**src/rtl/ocra1_word_sched_pkg.sv**
```systemverilog
// ocra1_pkg: shared constants for the OCRA1 gradient word feeders.
// Holds the word field layout, the default broadcast guard length and the
// scheduler state encoding.
package ocra1_pkg;

    // Gradient word layout: [26:25] channel, [24] broadcast, [23:0] payload
    localparam int CH_MSB    = 26;
    localparam int CH_LSB    = 25;
    localparam int BCAST_BIT = 24;
    localparam int PAYLOAD_W = 24;

    // Serialiser valid-to-busy latency is 2 cycles; one extra cycle of margin
    localparam int GUARD_CYCLES_DEF = 3;

    localparam logic [1:0] ST_IDLE  = 2'd0;
    localparam logic [1:0] ST_GAP   = 2'd1;
    localparam logic [1:0] ST_GUARD = 2'd2;

    typedef enum logic [1:0] {
        IDLE  = ST_IDLE,
        GAP   = ST_GAP,
        GUARD = ST_GUARD
    } state_t;

    // Timer reload for a programmed interval; an interval of 0 behaves as 1
    function automatic logic [15:0] interval_reload(input logic [15:0] iv);
        return (iv == 16'd0) ? 16'd0 : iv - 16'd1;
    endfunction

endpackage

```
**src/rtl/ocra1_word_sched_if.sv**
```systemverilog
// ocra1_word_sched_if: upstream word handshake plus serialiser-side
// valid/data/busy. The scheduler takes the slave view, the driver of words
// and the serialiser model take the master view.
interface ocra1_word_sched_if;
    logic [31:0] word_i;
    logic        word_valid_i;
    logic        word_ready_o;
    logic [31:0] data_o;
    logic        valid_o;
    logic        busy_i;

    modport slave  (input  word_i, word_valid_i, busy_i,
                    output word_ready_o, data_o, valid_o);
    modport master (output word_i, word_valid_i, busy_i,
                    input  word_ready_o, data_o, valid_o);
endinterface

```
**src/rtl/ocra1_word_sched_fifo.sv**
```systemverilog
// ocra1_word_fifo: synchronous FIFO with registered write, show-ahead read,
// flush and an occupancy output. DEPTH must be a power of 2 so the pointers
// wrap naturally. Flush wins over a same-cycle push or pop.
module ocra1_word_fifo #(
    parameter int DEPTH = 16,
    parameter int W     = 32
) (
    input  logic                     clk,
    input  logic                     rst_n,
    input  logic                     i_push,
    input  logic [W-1:0]             i_wdata,
    input  logic                     i_pop,
    input  logic                     i_flush,
    output logic [W-1:0]             o_rdata,
    output logic                     o_empty,
    output logic                     o_full,
    output logic [$clog2(DEPTH):0]   o_level
);
    localparam int AW = $clog2(DEPTH);
    localparam int LW = AW + 1;

    logic [W-1:0]  r_mem [DEPTH];
    logic [AW-1:0] r_wptr;
    logic [AW-1:0] r_rptr;
    logic [LW-1:0] r_level;
    logic          w_push;
    logic          w_pop;

    assign w_push  = i_push & ~o_full  & ~i_flush;
    assign w_pop   = i_pop  & ~o_empty & ~i_flush;
    assign o_empty = (r_level == '0);
    assign o_full  = (r_level == LW'(DEPTH));
    assign o_level = r_level;
    assign o_rdata = r_mem[r_rptr];

    // Storage write; contents need no reset, occupancy guards every read
    always_ff @(posedge clk) begin
        if (w_push) r_mem[r_wptr] <= i_wdata;
    end

    // Pointer and occupancy bookkeeping
    always_ff @(posedge clk or negedge rst_n) begin
        if (!rst_n) begin
            r_wptr  <= '0;
            r_rptr  <= '0;
            r_level <= '0;
        end else if (i_flush) begin
            r_wptr  <= '0;
            r_rptr  <= '0;
            r_level <= '0;
        end else begin
            if (w_push) r_wptr <= r_wptr + AW'(1);
            if (w_pop)  r_rptr <= r_rptr + AW'(1);
            case ({w_push, w_pop})
                2'b10:   r_level <= r_level + LW'(1);
                2'b01:   r_level <= r_level - LW'(1);
                default: r_level <= r_level;
            endcase
        end
    end

endmodule

```
**src/rtl/ocra1_word_sched.sv**
```systemverilog
// ocra1_word_sched: feeder between the gradient BRAM reader and the OCRA1
// four-channel SPI serialiser. Channel-load words issue as soon as the
// scheduler is idle; broadcast words wait for the update interval timer and
// for the serialiser to be free. A broadcast slot missed while armed sets
// the sticky late flag.
// Optional build macro: OCRA1_WORD_SCHED_STATS_EN adds broadcast and
// late-cycle counters. GUARD_CYCLES must be at least 1.
module ocra1_word_sched
    import ocra1_pkg::*;
#(
    parameter int FIFO_DEPTH   = 16,
    parameter int GUARD_CYCLES = GUARD_CYCLES_DEF
) (
    input  logic                          clk,
    input  logic                          rst_n,
    input  logic                          enable_i,
    input  logic                          flush_i,
    input  logic [15:0]                   interval_i,
    input  logic                          clear_late_i,
    output logic                          late_o,
    output logic [$clog2(FIFO_DEPTH):0]   fifo_level_o,
    ocra1_word_sched_if.slave             bus
`ifdef OCRA1_WORD_SCHED_STATS_EN
    ,
    output logic [31:0]                   bcast_count_o,
    output logic [31:0]                   late_cycles_o
`endif
);
    localparam int GW = $clog2(GUARD_CYCLES + 1);

    logic [31:0]   w_head;
    logic          w_empty;
    logic          w_full;
    logic          w_flush;
    logic          w_can_pop;
    logic          w_issue_ch;
    logic          w_issue_bc;
    logic          w_pop;
    logic          w_expired;
    logic          w_late_set;

    state_t        r_state;
    logic [15:0]   r_timer;
    logic [GW-1:0] r_guard;
    logic          r_armed;
    logic          r_late;
    logic          r_valid;
    logic [31:0]   r_data;

    // Flush only takes effect while the scheduler is stopped
    assign w_flush = flush_i & ~enable_i;

    ocra1_word_fifo #(
        .DEPTH (FIFO_DEPTH),
        .W     (32)
    ) u_fifo (
        .clk     (clk),
        .rst_n   (rst_n),
        .i_push  (bus.word_valid_i),
        .i_wdata (bus.word_i),
        .i_pop   (w_pop),
        .i_flush (w_flush),
        .o_rdata (w_head),
        .o_empty (w_empty),
        .o_full  (w_full),
        .o_level (fifo_level_o)
    );

    assign w_expired  = (r_timer == 16'd0);
    assign w_can_pop  = enable_i & ~w_empty & (r_state == IDLE);
    assign w_issue_ch = w_can_pop & ~w_head[BCAST_BIT];
    assign w_issue_bc = w_can_pop &  w_head[BCAST_BIT] & w_expired & ~bus.busy_i;
    assign w_pop      = w_issue_ch | w_issue_bc;
    // Armed and the slot is open, yet no broadcast leaves this cycle
    assign w_late_set = r_armed & enable_i & w_expired & (r_state == IDLE) & ~w_issue_bc;

    assign bus.word_ready_o = ~w_full;
    assign bus.data_o       = r_data;
    assign bus.valid_o      = r_valid;
    assign late_o           = r_late;

    // Issue FSM: one-cycle valid pulse, then GAP (channel) or GUARD (broadcast)
    always_ff @(posedge clk or negedge rst_n) begin
        if (!rst_n) begin
            r_state <= IDLE;
            r_guard <= '0;
            r_valid <= 1'b0;
            r_data  <= '0;
        end else begin
            r_valid <= 1'b0;
            case (r_state)
                IDLE: begin
                    if (w_pop) begin
                        r_data  <= w_head;
                        r_valid <= 1'b1;
                        if (w_issue_bc) begin
                            r_guard <= GW'(GUARD_CYCLES);
                            r_state <= GUARD;
                        end else begin
                            r_state <= GAP;
                        end
                    end
                end
                GAP: r_state <= IDLE;
                GUARD: begin
                    // busy_i is not yet meaningful for the word just sent
                    if (r_guard <= GW'(1)) begin
                        r_guard <= '0;
                        r_state <= IDLE;
                    end else begin
                        r_guard <= r_guard - GW'(1);
                    end
                end
                default: r_state <= IDLE;
            endcase
        end
    end

    // Update interval timer: reload on broadcast issue, count down to 0 and hold
    always_ff @(posedge clk or negedge rst_n) begin
        if (!rst_n) begin
            r_timer <= 16'd0;
        end else if (w_issue_bc) begin
            r_timer <= interval_reload(interval_i);
        end else if (!w_expired) begin
            r_timer <= r_timer - 16'd1;
        end
    end

    // Lateness tracking: armed by a broadcast, disarmed by stopping; clear beats set
    always_ff @(posedge clk or negedge rst_n) begin
        if (!rst_n) begin
            r_armed <= 1'b0;
            r_late  <= 1'b0;
        end else begin
            if (!enable_i)       r_armed <= 1'b0;
            else if (w_issue_bc) r_armed <= 1'b1;

            if (clear_late_i)    r_late <= 1'b0;
            else if (w_late_set) r_late <= 1'b1;
        end
    end

`ifdef OCRA1_WORD_SCHED_STATS_EN
    logic [31:0] r_bcast_cnt;
    logic [31:0] r_late_cnt;

    // Saturating statistics, cleared together with the late flag
    always_ff @(posedge clk or negedge rst_n) begin
        if (!rst_n) begin
            r_bcast_cnt <= '0;
            r_late_cnt  <= '0;
        end else if (clear_late_i) begin
            r_bcast_cnt <= '0;
            r_late_cnt  <= '0;
        end else begin
            if (w_issue_bc && (r_bcast_cnt != '1)) r_bcast_cnt <= r_bcast_cnt + 32'd1;
            if (w_late_set && (r_late_cnt  != '1)) r_late_cnt  <= r_late_cnt  + 32'd1;
        end
    end

    assign bcast_count_o = r_bcast_cnt;
    assign late_cycles_o = r_late_cnt;
`endif

endmodule

```
**src/flat_wrapper.sv**
```systemverilog
// flat-port wrapper written by rule: the top's interface ports become plain ports
module ocra1_word_sched_flat import ocra1_pkg::*;
#(
    parameter int FIFO_DEPTH   = 16,
    parameter int GUARD_CYCLES = GUARD_CYCLES_DEF
)
  (clk, rst_n, enable_i, flush_i, interval_i, clear_late_i, late_o, fifo_level_o, bus_word_i, bus_word_valid_i, bus_busy_i, bus_word_ready_o, bus_data_o, bus_valid_o);
  ocra1_word_sched_if bus_i ();
  input  logic clk;
  input  logic rst_n;
  input  logic enable_i;
  input  logic flush_i;
  input  logic [15:0] interval_i;
  input  logic clear_late_i;
  output logic late_o;
  output logic [$clog2(FIFO_DEPTH):0] fifo_level_o;
  input wire logic [$bits(bus_i.word_i)-1:0] bus_word_i;
  input wire logic [$bits(bus_i.word_valid_i)-1:0] bus_word_valid_i;
  input wire logic [$bits(bus_i.busy_i)-1:0] bus_busy_i;
  output wire logic [$bits(bus_i.word_ready_o)-1:0] bus_word_ready_o;
  output wire logic [$bits(bus_i.data_o)-1:0] bus_data_o;
  output wire logic [$bits(bus_i.valid_o)-1:0] bus_valid_o;
  assign bus_i.word_i = bus_word_i;
  assign bus_i.word_valid_i = bus_word_valid_i;
  assign bus_i.busy_i = bus_busy_i;
  assign bus_word_ready_o = bus_i.word_ready_o;
  assign bus_data_o = bus_i.data_o;
  assign bus_valid_o = bus_i.valid_o;
  ocra1_word_sched #(.FIFO_DEPTH(FIFO_DEPTH), .GUARD_CYCLES(GUARD_CYCLES)) u_core (.clk(clk), .rst_n(rst_n), .enable_i(enable_i), .flush_i(flush_i), .interval_i(interval_i), .clear_late_i(clear_late_i), .late_o(late_o), .fifo_level_o(fifo_level_o), .bus(bus_i));
endmodule
```
**config.mk**
```make
export PLATFORM = sky130hd
export DESIGN_NAME = ocra1_word_sched_flat
export DESIGN_NICKNAME = d
export VERILOG_FILES = /design/src/rtl/ocra1_word_sched_pkg.sv /design/src/rtl/ocra1_word_sched_if.sv /design/src/rtl/ocra1_word_sched_fifo.sv /design/src/rtl/ocra1_word_sched.sv /design/src/flat_wrapper.sv
export SDC_FILE = /design/constraint.sdc
export NUM_CORES = 1
export LEC_CHECK = 0
export CELL_PAD_IN_SITES_DETAIL_PLACEMENT = 0
export CELL_PAD_IN_SITES_GLOBAL_PLACEMENT = 1
export CORE_ASPECT_RATIO = 1.2
export CORE_MARGIN = 4
export CORE_UTILIZATION = 55
export CTS_CLUSTER_DIAMETER = 30
export DETAILED_ROUTE_END_ITERATION = 10
export PLACE_DENSITY = 0.84
export SLEW_MARGIN = 40
export SYNTH_ARGS = -nofsm -noshare
export SYNTH_HDL_FRONTEND = slang
export SYNTH_SLANG_ARGS = --single-unit
```
**constraint.sdc**
```tcl
create_clock -name clk -period 11.5 [get_ports clk]
set_clock_uncertainty 0.05 [all_clocks]
set_input_delay 1.725 -clock clk [delete_from_list [all_inputs] [get_ports clk]]
set_output_delay 1.725 -clock clk [all_outputs]
set_load 0.02 [all_outputs]
```
==> reports/metrics.yaml, run 1 <==
clock_network:
  cts_buffers: 94
  cts_sinks: 580
  root_buffer: "clkbuf_16"
  htree_levels: 3
  clock_path_buffers: 3
  post_cts_buffers: 0
  hold_buffers: 0
  cts_tree: "built"
  ctsResizeCount: 0
  clk_pin_slew_worst_paths_ns: 0.05
  clk_latency_ns: 0.63
run_status:
  outcome: "finished, final reports clean"
critical_path:
  critical_path.top_delay_family: "compound AO/OA/AOI/OAI gates"
  r2r_setup_slack_ns: 7.53
  cp_max_fo: 6
  cp.required_ns: 11.98
  cp-end-kind: "register"
  startpoint_type: "input port"
  worstSetupPathType: "input port to register"
  slowest_delay_ns: 0.51
  critPathArrivalTime_ns: 4.72
  worst-path-buf-inv: 1
  crit_path_cell_trace: "clkdlybuf4s50_1, nor3b_1, nand2_1, a21o_2, nor2_1, ha_1, nor2b_1, o21ai_0, nand2b_1, a2111oi_0, a31oi_1, o31ai_1"
  worst_path_max_delay_cell: "clkdlybuf4s50_1"
logic_synthesis:
  yosys_warnings: 0
  synth.area.top_cells: "edfxtp_1 (67%), mux4_2 (16%), dfrtp_1 (7.5%), mux2_1 (1.5%), xnor2_1 (0.69%)"
  synth.net_count: 1130
  syn-instance-count: 1063
  avgSynthCellArea_um2: 21.46
  synth_area_mm2: 0.02282
  netlist_top_cells_count: "edfxtp_1 (512), mux4_2 (158), dfrtp_1 (68), nor2_1 (41), mux2_1 (31)"
  yosys.area.top_type: "edfxtp_1"
  netlist.area_leader.share_pct: 67.39
  synth_edf_count: 512
  synth-seq-area-share_pct: 74.85
  ys_seq_elements: 580
  synth_most_common_cell: "edfxtp_1"
  synth_cell_types: 57
  async_flop_share_pct: 11.72
  ys.flop_type: "edfxtp_1"
routing:
  drt_wl_total_um: 53040
  wl_per_cell_um: 28.56
  drt_iter0_drc: 1165
  via_per_inst: 6.232
  firstDrtPassIters: 5
  drc: 0
  drt.antenna.violating_nets: 0
  vias: 11572
sta:
  setup_tns_ns: 0
  slew_viol_final: 0
  setup_violations: 0
  rsz0062_at_grt: "no"
  worst_pin_slew_ns: 0.7843
  clock.fmax_ghz: 0.2360
  final_hold_viol_count: 0
  fin_ws_ns: 7.262
  finalCritPeriodShare_pct: 36.85
  period_needed_ns: 4.238
  slew_headroom_pct: 47.71
floorplan:
  core_area_mm2: 0.04084
  boundaryPins: 95
  fp.dieH_um: 231.1
  start_util_pct: 55.86
  die_width_um: 193.9
  rows: 81
  dieArea_mm2: 0.04482
placement:
  place_hpwl_um: 25520
  detailedPlace.worstSlack_ns: 6.623
  port_buffers: 94
  place_congestion: 0.8372
  dpl.cell_count: 1677
global_route:
  grt_max_degree: 73
  grt_use_total_pct: 24.13
  overflow: 0
  grt_pass1_wl_um: 80420
  antenna_found_initial: 4
  grt_pass1_vias: 12311
pwr:
  p_switching_mw: 1.872
  switching_share_pct: 27.93
  vdd_drop_max_mv: 0.1700
  combinationalPowerShare_pct: 19.7
  p_int_mw: 4.831
  power_frac_clock_pct: 41.8
  p_per_area_mw_per_mm2: 241.3
  power_leakage_nw: 9.054
  p_seq_share_pct: 38.6
layout:
  final_core_util_pct: 68.01
  fillers: 2415
  final-seq-area_mm2: 0.01709
  fin_nets: 1301
  multi_input_area_mm2: 0.005538
  drive_above_1_share_pct: 29.26
  synthToLayoutAreaGrowth_pct: 21.74
  instances_no_fill: 1857
flow_run:
  drv_cap: 0
min_path:
  holdCritPathClass: "register to register"
## state kept, by name, indices dropped and copies added, names as in the netlist
signal,count
u_core.u_fifo.r_mem,512
u_core.bus.data_o,32
u_core.r_timer,16
u_core.u_fifo.o_level,5
u_core.u_fifo.r_rptr,4
u_core.u_fifo.r_wptr,4
u_core.r_guard,2
u_core.r_state,2
u_core.bus.valid_o,1
u_core.late_o,1
u_core.r_armed,1
## stage by stage
stage / power [mW] / instance area [µm²] / hold slack (ns)
after CTS: 6.764 / 27770 / 0.4350
after global routing: 6.956 / 27770 / 0.4447
after detailed placement: 3.921 / 24570 / 0.4239
after floorplan: 3.477 / 22820 / 0.4132
after global placement: 3.881 / 24510 / 0.4159
final: 6.703 / 27780 / 0.4253
## layout make-up
class	instances	area share, %
Sequential cell	580	61.51
Multi-Input combinational cell	418	19.94
Clock buffer	107	8.793
Timing Repair Buffer	123	4.351
Clock inverter	71	2.730
Tap cell	539	2.428
Inverter	17	0.2297
Antenna cell	2	0.01802
## cells in the final DEF, fill, tap and decap left out, types with 6 or more instances in the layout
master,instances
a21oi_1,7
buf_4,25
clkbuf_1,10
clkbuf_16,95
clkdlybuf4s50_1,93
clkinv_2,7
clkinv_4,8
clkinvlp_4,8
dfrtp_1,64
edfxtp_1,512
ha_1,11
inv_1,16
inv_6,28
inv_8,7
mux2_1,31
mux4_2,158
nand2_1,29
nand2b_1,6
nor2_1,28
nor2_4,12
nor2b_1,6
nor3_1,12
o22ai_1,11
xnor2_1,18
xor2_1,12
## routing by layer
metal  vias up  track usage (%)  wire length, µm
met5         -                0               34
met4         4            9.099             1437
met3       113            4.551             3743
met2       572            39.74            27340
met1      6095            32.85            20480
li1       4788                -                -
## kinds of logic (layout without fill, tap and decap cells)
group,after synthesis,after routing,share of synthesized area [%]
XOR/XNOR,31,31,1.223
adder cells (fa/ha/maj),12,12,0.6910
AO/OA/AOI/OAI,48,48,1.475
other,0,2,0
AND/OR/NAND/NOR,132,132,2.967
multiplexers,195,195,17.42
buffers and inverters,65,318,1.382
flip-flops,580,580,74.85
## worst min-delay path, stage by stage, from the launching register on
cell     delay, ns
dfrtp_1       0.34
nand2_1       0.05
nand2_1       0.05
## path summary, 6_finish.rpt
kind | startpoint | end | depth (start not counted)
max in group asynchronous | rst_n | u_core.u_fifo.r_rptr[1] | 2
min reg2reg | u_core.bus.data_o[24] | u_core.bus.data_o[24] | 2
max | enable_i | u_core.u_fifo.o_level[4] | 12
min in group asynchronous | rst_n | u_core.r_timer[6] | 1
min | u_core.bus.data_o[24] | u_core.bus.data_o[24] | 2
max reg2reg | u_core.u_fifo.r_rptr[2] | u_core.u_fifo.o_level[4] | 13
## power groups by stage
| stage | logic, mW | clock network, mW | registers, mW |
|---|---|---|---|
| after global routing | 1.40 | 2.95 | 2.60 |
| after detailed placement | 1.30 | 0 | 2.62 |
| after CTS | 1.34 | 2.83 | 2.59 |
| final | 1.32 | 2.80 | 2.59 |
| after global placement | 1.25 | 0 | 2.63 |
| after floorplan | 0.827 | 0 | 2.65 |
Power figures use the tool's default switching activity.
==> run 2: changes to the inputs <==
--- a/config.mk
+++ b/config.mk
@@ -9,10 +9,10 @@
 export CELL_PAD_IN_SITES_GLOBAL_PLACEMENT = 1
 export CORE_ASPECT_RATIO = 1.2
 export CORE_MARGIN = 4
-export CORE_UTILIZATION = 55
+export CORE_UTILIZATION = 48
 export CTS_CLUSTER_DIAMETER = 30
 export DETAILED_ROUTE_END_ITERATION = 10
-export PLACE_DENSITY = 0.84
+export PLACE_DENSITY = 0.78
 export SLEW_MARGIN = 40
 export SYNTH_ARGS = -nofsm -noshare
 export SYNTH_HDL_FRONTEND = slang
==> constraint.sdc (replaced) <==
create_clock -name clk -period 3.6 [get_ports clk]
set_clock_uncertainty 0.05 [all_clocks]
set_input_delay 0.54 -clock clk [delete_from_list [all_inputs] [get_ports clk]]
set_output_delay 0.54 -clock clk [all_outputs]
set_load 0.02 [all_outputs]
==> run 2 against run 1 <==
Net effect: final cell count is 5.5% higher; clock-buffer cell count stayed put; sequential power grew to 3.2 times the previous value; wire length is 3.6% lower; clock power grew to 3.3 times the previous value; utilization is 7.6 points lower; die area is 14% higher; non-clock buffer count is 20 higher; sequential cell count stayed put; power grew to 3.2 times the previous value; critical path type is now register to register.
==> reports/metrics.yaml, run 2 (synthesized netlist as in run 1, its figures left out) <==
placement:
  port_buffers: 94
  dpl.cell_count: 1779
  post_dp_cell_area_mm2: 0.02503
  place_hpwl_um: 26950
  place_congestion: 0.7957
floorplan:
  dieArea_mm2: 0.05110
  rows: 87
  fp.dieH_um: 246.8
  boundaryPins: 95
  die_width_um: 207.0
  start_util_pct: 48.52
  core_area_mm2: 0.04703
clock_network:
  htree_levels: 3
  cts_tree: "built"
  root_buffer: "clkbuf_16"
  post_cts_buffers: 0
  clk_latency_ns: 0.63
  clk_pin_slew_worst_paths_ns: 0.05
  cts_sinks: 580
  cts_buffers: 95
  clock_path_buffers: 3
layout:
  instances_no_fill: 1960
  final_cell_mix: "edfxtp_1 (512), mux4_2 (158), clkbuf_16 (96), clkdlybuf4s50_1 (93), dfrtp_1 (64)"
  fin_area_mm2: 0.02839
  max_flop_register: "u_core.u_fifo.r_mem"
  drive_above_1_share_pct: 30.34
  mostFrequentLayoutCell: "edfxtp_1"
  fillers: 3282
  multi_input_area_mm2: 0.005554
  largest_reg_flops: 512
  final-seq-area_mm2: 0.01709
  fin_nets: 1322
  synthToLayoutAreaGrowth_pct: 24.45
routing:
  drt_wl_total_um: 51120
  wl_per_cell_um: 26.08
  drt_iter0_drc: 1065
  drc: 0
  firstDrtPassIters: 5
  vias: 11393
  drt.antenna.violating_nets: 0
  via_per_inst: 5.813
  wl_met1_um: 20710
  dr_wl_met2_um: 26000
  dr_wl_met3_um: 3302
  highest_layer: "met4"
critical_path:
  cp.required_ns: 4.07
  ff2ff_path_depth: 12
  cp_max_fo: 10
  worstSetupPathType: "register to register"
  critPathArrivalTime_ns: 3.89
  cp-end-kind: "register"
  startpoint_type: "register"
run_status:
  outcome: "finished, final reports clean"
sta:
  final_hold_viol_count: 0
  period_needed_ns: 3.418
  setup_violations: 0
  clock.fmax_ghz: 0.2925
  worst_pin_slew_ns: 0.8556
  slew_headroom_pct: 42.96
  finalCritPeriodShare_pct: 94.96
  slew_viol_final: 0
global_route:
  overflow: 0
  antenna_found_initial: 2
  grt_use_total_pct: 20.25
  grt_pass1_vias: 11956
  grt_max_degree: 125
  grt_pass1_wl_um: 76980
pwr:
  power_leakage_nw: 9.264
  vdd_drop_max_mv: 0.4594
  p_per_area_mw_per_mm2: 762.0
min_path:
  holdCritPathClass: "input port to async pin"
flow_run:
  drv_cap: 0
==> run 2: changes by cell type in the layout (fill, tap and decap cells not counted), sizes merged <==
cell / before / now
buf: 30 / 49
bufinv: 5 / 7
clkinv: 23 / 21
clkinvlp: 8 / 7
dlygate4sd3: 0 / 1
==> run 2: metrics by stage <==
step                worst slack, ns  util, %  hold slack, ns  setup TNS [ns]  power [mW]
finish                       0.1816    60.38          0.4029               0       21.64
floorplan                   -0.4174        -          0.1944          -26.72       11.11
CTS                         0.07575    60.30          0.3864               0       21.84
detailed placement          0.08368    53.23          0.4139               0       12.59
global placement            0.06142    53.23          0.4183               0       12.53
global route               -0.02344    60.38          0.4091        -0.02344       22.46
==> run 2: cell type report <==
class	instances	share of cell area (%)
diodes	2	0.01763
multi-input cells	418	19.56
inverters	17	0.2247
repair buffers	143	5.605
clock buffers	107	8.782
well taps	623	2.745
clock inverters	70	2.891
flip-flops and latches	580	60.17
==> run 2: path summary, 6_finish.rpt <==
kind / start / end / slack (ns)
worst min register to register: u_core.bus.data_o[24] / u_core.bus.data_o[24] / 0.42
max in group asynchronous: rst_n / u_core.bus.data_o[17] / 2.26
worst min-delay path: rst_n / u_core.r_timer[7] / 0.40
min in group clk: clear_late_i / u_core.late_o / 0.42
worst max register to register: u_core.u_fifo.r_rptr[2] / u_core.u_fifo.o_level[4] / 0.18
worst max-delay path: u_core.u_fifo.r_rptr[2] / u_core.u_fifo.o_level[4] / 0.18
==> run 2: per-layer routing <==
| layer | track usage [%] | vias to the layer above |
|---|---|---|
| met5 | 0 | - |
| met4 | 6.536 | 0 |
| met1 | 27.68 | 6043 |
| met3 | 3.895 | 80 |
| li1 | - | 4842 |
| met2 | 33.48 | 428 |
==> run 2: critical path: stages (launching register included) <==
cell	delay [ns]
dfrtp_2	0.52
mux2_2	0.38
a31o_2	0.27
o21a_1	0.25
a21o_2	0.22
nor2_1	0.15
ha_1	0.29
nor2b_1	0.14
o21ai_0	0.19
nand2b_1	0.13
a2111oi_1	0.42
a31oi_1	0.08
o31ai_1	0.23
==> run 2: repair_timing <==
action | in CTS | in global routing
endpoints found under the hold margin | 33 | 0
hold buffers | 1 | 0
setup endpoints to repair | 0 | 1
resized for setup | 0 | 2
==> run 2: power breakdown <==
group          internal, mW  switching, mW  leakage [nW]
registers              7.90          0.314          5.42
logic                  2.16           2.11          2.24
clock network          5.69           3.46          1.61
total                  15.7           5.89          9.26
==> run 3: changes to the inputs <==
--- a/config.mk
+++ b/config.mk
@@ -9,10 +9,10 @@
 export CELL_PAD_IN_SITES_GLOBAL_PLACEMENT = 1
 export CORE_ASPECT_RATIO = 1.2
 export CORE_MARGIN = 4
-export CORE_UTILIZATION = 48
+export CORE_UTILIZATION = 30
 export CTS_CLUSTER_DIAMETER = 30
 export DETAILED_ROUTE_END_ITERATION = 10
-export PLACE_DENSITY = 0.78
+export PLACE_DENSITY = 0.54
 export SLEW_MARGIN = 40
 export SYNTH_ARGS = -nofsm -noshare
 export SYNTH_HDL_FRONTEND = slang
==> run 3 against run 2 <==
Net effect: critical path depth is the same; critical endpoint unchanged; combinational power is essentially flat; fmax grew 0.60%.
==> reports/metrics.yaml, run 3 (synthesized netlist as in run 1, its figures left out) <==
min_path:
  holdCritPathClass: "input port to register"
sta:
  slew_viol_final: 0
  setup_tns_ns: 0
  setup_violations: 0
  slew_headroom_pct: 45.51
  worst_pin_slew_ns: 0.8174
  period_needed_ns: 3.398
  clock.fmax_ghz: 0.2943
  finalCritPeriodShare_pct: 94.39
  final_hold_viol_count: 0
critical_path:
  r2r_setup_slack_ns: 0.20
  cp.required_ns: 4.12
  worst-path-buf-inv: 0
  critical_path.top_delay_family: "compound AO/OA/AOI/OAI gates"
  worst_path_max_delay_cell: "mux4_2"
  startpoint_type: "register"
  cp_max_fo: 8
  cp-end-kind: "register"
  worstSetupPathType: "register to register"
  slowest_delay_ns: 0.51
  critPathArrivalTime_ns: 3.92
  crit_path_cell_trace: "mux4_2, o22a_1, o21a_1, a21o_2, nor2_1, ha_1, nor2b_1, o21ai_1, nand2b_1, a2111oi_1, a31oi_1, o31ai_1"
clock_network:
  cts_sinks: 580
  cts_tree: "built"
  clk_latency_ns: 0.66
  cts_buffers: 111
  clk_pin_slew_worst_paths_ns: 0.05
  htree_levels: 3
  root_buffer: "clkbuf_16"
  clock_path_buffers: 3
routing:
  wl_per_cell_um: 23.06
  drt.antenna.violating_nets: 0
  firstDrtPassIters: 5
  vias: 11279
  drt_iter0_drc: 648
  via_per_inst: 4.723
  drc: 0
  drt_wl_total_um: 55060
layout:
  drive_above_1_share_pct: 31.98
  final-seq-area_mm2: 0.01709
  largest_reg_flops: 512
  synthToLayoutAreaGrowth_pct: 28.83
  max_flop_register: "u_core.u_fifo.r_mem"
  fin_nets: 1348
  fillers: 6766
  instances_no_fill: 2388
  multi_input_area_mm2: 0.005549
  final_cell_mix: "edfxtp_1 (512), mux4_2 (158), clkbuf_16 (111), clkdlybuf4s50_1 (93), dfrtp_1 (64)"
  mostFrequentLayoutCell: "edfxtp_1"
flow_run:
  drv_cap: 0
floorplan:
  start_util_pct: 30.36
  fp.dieH_um: 310.1
  rows: 110
  die_width_um: 259.7
  dieArea_mm2: 0.08055
  core_area_mm2: 0.07515
  boundaryPins: 95
pwr:
  vdd_drop_max_mv: 0.4067
  p_per_area_mw_per_mm2: 783.8
  power_leakage_nw: 9.566
global_route:
  overflow: 0
  grt_pass1_vias: 12348
  grt_pass1_wl_um: 82230
  antenna_found_initial: 2
  grt_max_degree: 61
  grt_use_total_pct: 13.90
run_status:
  outcome: "finished, final reports clean"
placement:
  port_buffers: 94
  place_hpwl_um: 30370
  dpl.cell_count: 2175
  place_congestion: 0.7146
==> run 3: changes by cell type in the layout (fill, tap and decap cells not counted), moves of 8 or more <==
cell,delta
buf_12,-15
buf_4,+20
bufinv_16,+8
clkbuf_16,+15
clkbuf_8,+10
clkinv_2,+16
inv_6,-9
inv_8,-17
==> run 3: final timing paths <==
| check | from | endpoint | depth (start not counted) |
|---|---|---|---|
| max | u_core.u_fifo.r_rptr[0] | u_core.u_fifo.o_level[4] | 12 |
| min | clear_late_i | u_core.late_o | 2 |
| max reg2reg | u_core.u_fifo.r_rptr[0] | u_core.u_fifo.o_level[4] | 12 |
| min reg2reg | u_core.r_armed | u_core.r_armed | 1 |
| max in group asynchronous | rst_n | u_core.bus.data_o[7] | 3 |
| min in group asynchronous | rst_n | u_core.r_guard[1] | 2 |
==> run 3: layer usage <==
layer  vias to the layer above  wire length, µm  share of wire, %  GRT usage (%)
met5                         -               13             0.024              0
met4                         2              907               1.6          4.143
met3                        75             2679               4.9          3.085
met2                       271            27040                49          22.86
met1                      6043            24420                44          18.64
li1                       4888                -                 -              -
==> run 3: power breakdown <==
part | internal, mW | switching, mW | leakage, nW
clock | 7.03 | 3.51 | 1.90
sequential | 7.91 | 0.293 | 5.42
combinational | 2.13 | 2.16 | 2.24
==> run 3: layout make-up <==
class | instances | share of cell area, %
repair buffers | 153 | 5.057
clock buffers | 136 | 10.21
flip-flops and latches | 580 | 58.13
multi-input cells | 418 | 18.88
well taps | 1008 | 4.291
inverters | 17 | 0.2171
clock inverters | 75 | 3.209
diodes | 1 | 0.008513
==> run 3: per-stage QoR <==
step           hold WS, ns  setup WS [ns]  power [mW]  utilization, %  instance area, µm²
2_1_floorplan       0.1944        -0.4174       11.11               -               22830
3_5_place_dp        0.4308         0.2094       12.74           33.83               25420
3_3_place_gp        0.4243         0.1513       12.73           33.81               25410
6_report            0.3625         0.2020       23.04           39.12               29390
5_1_grt             0.3538       -0.05219       24.04           39.11               29390
4_1_cts             0.3316         0.1777       23.41           39.09               29370
==> run 3: timing repair <==
item / CTS / global route
gates resized for setup: 0 / 2
buffers inserted: 0 / 0
hold buffers: 1 / 0
hold endpoints to repair: 58 / 0
endpoints found under the setup margin: 0 / 1
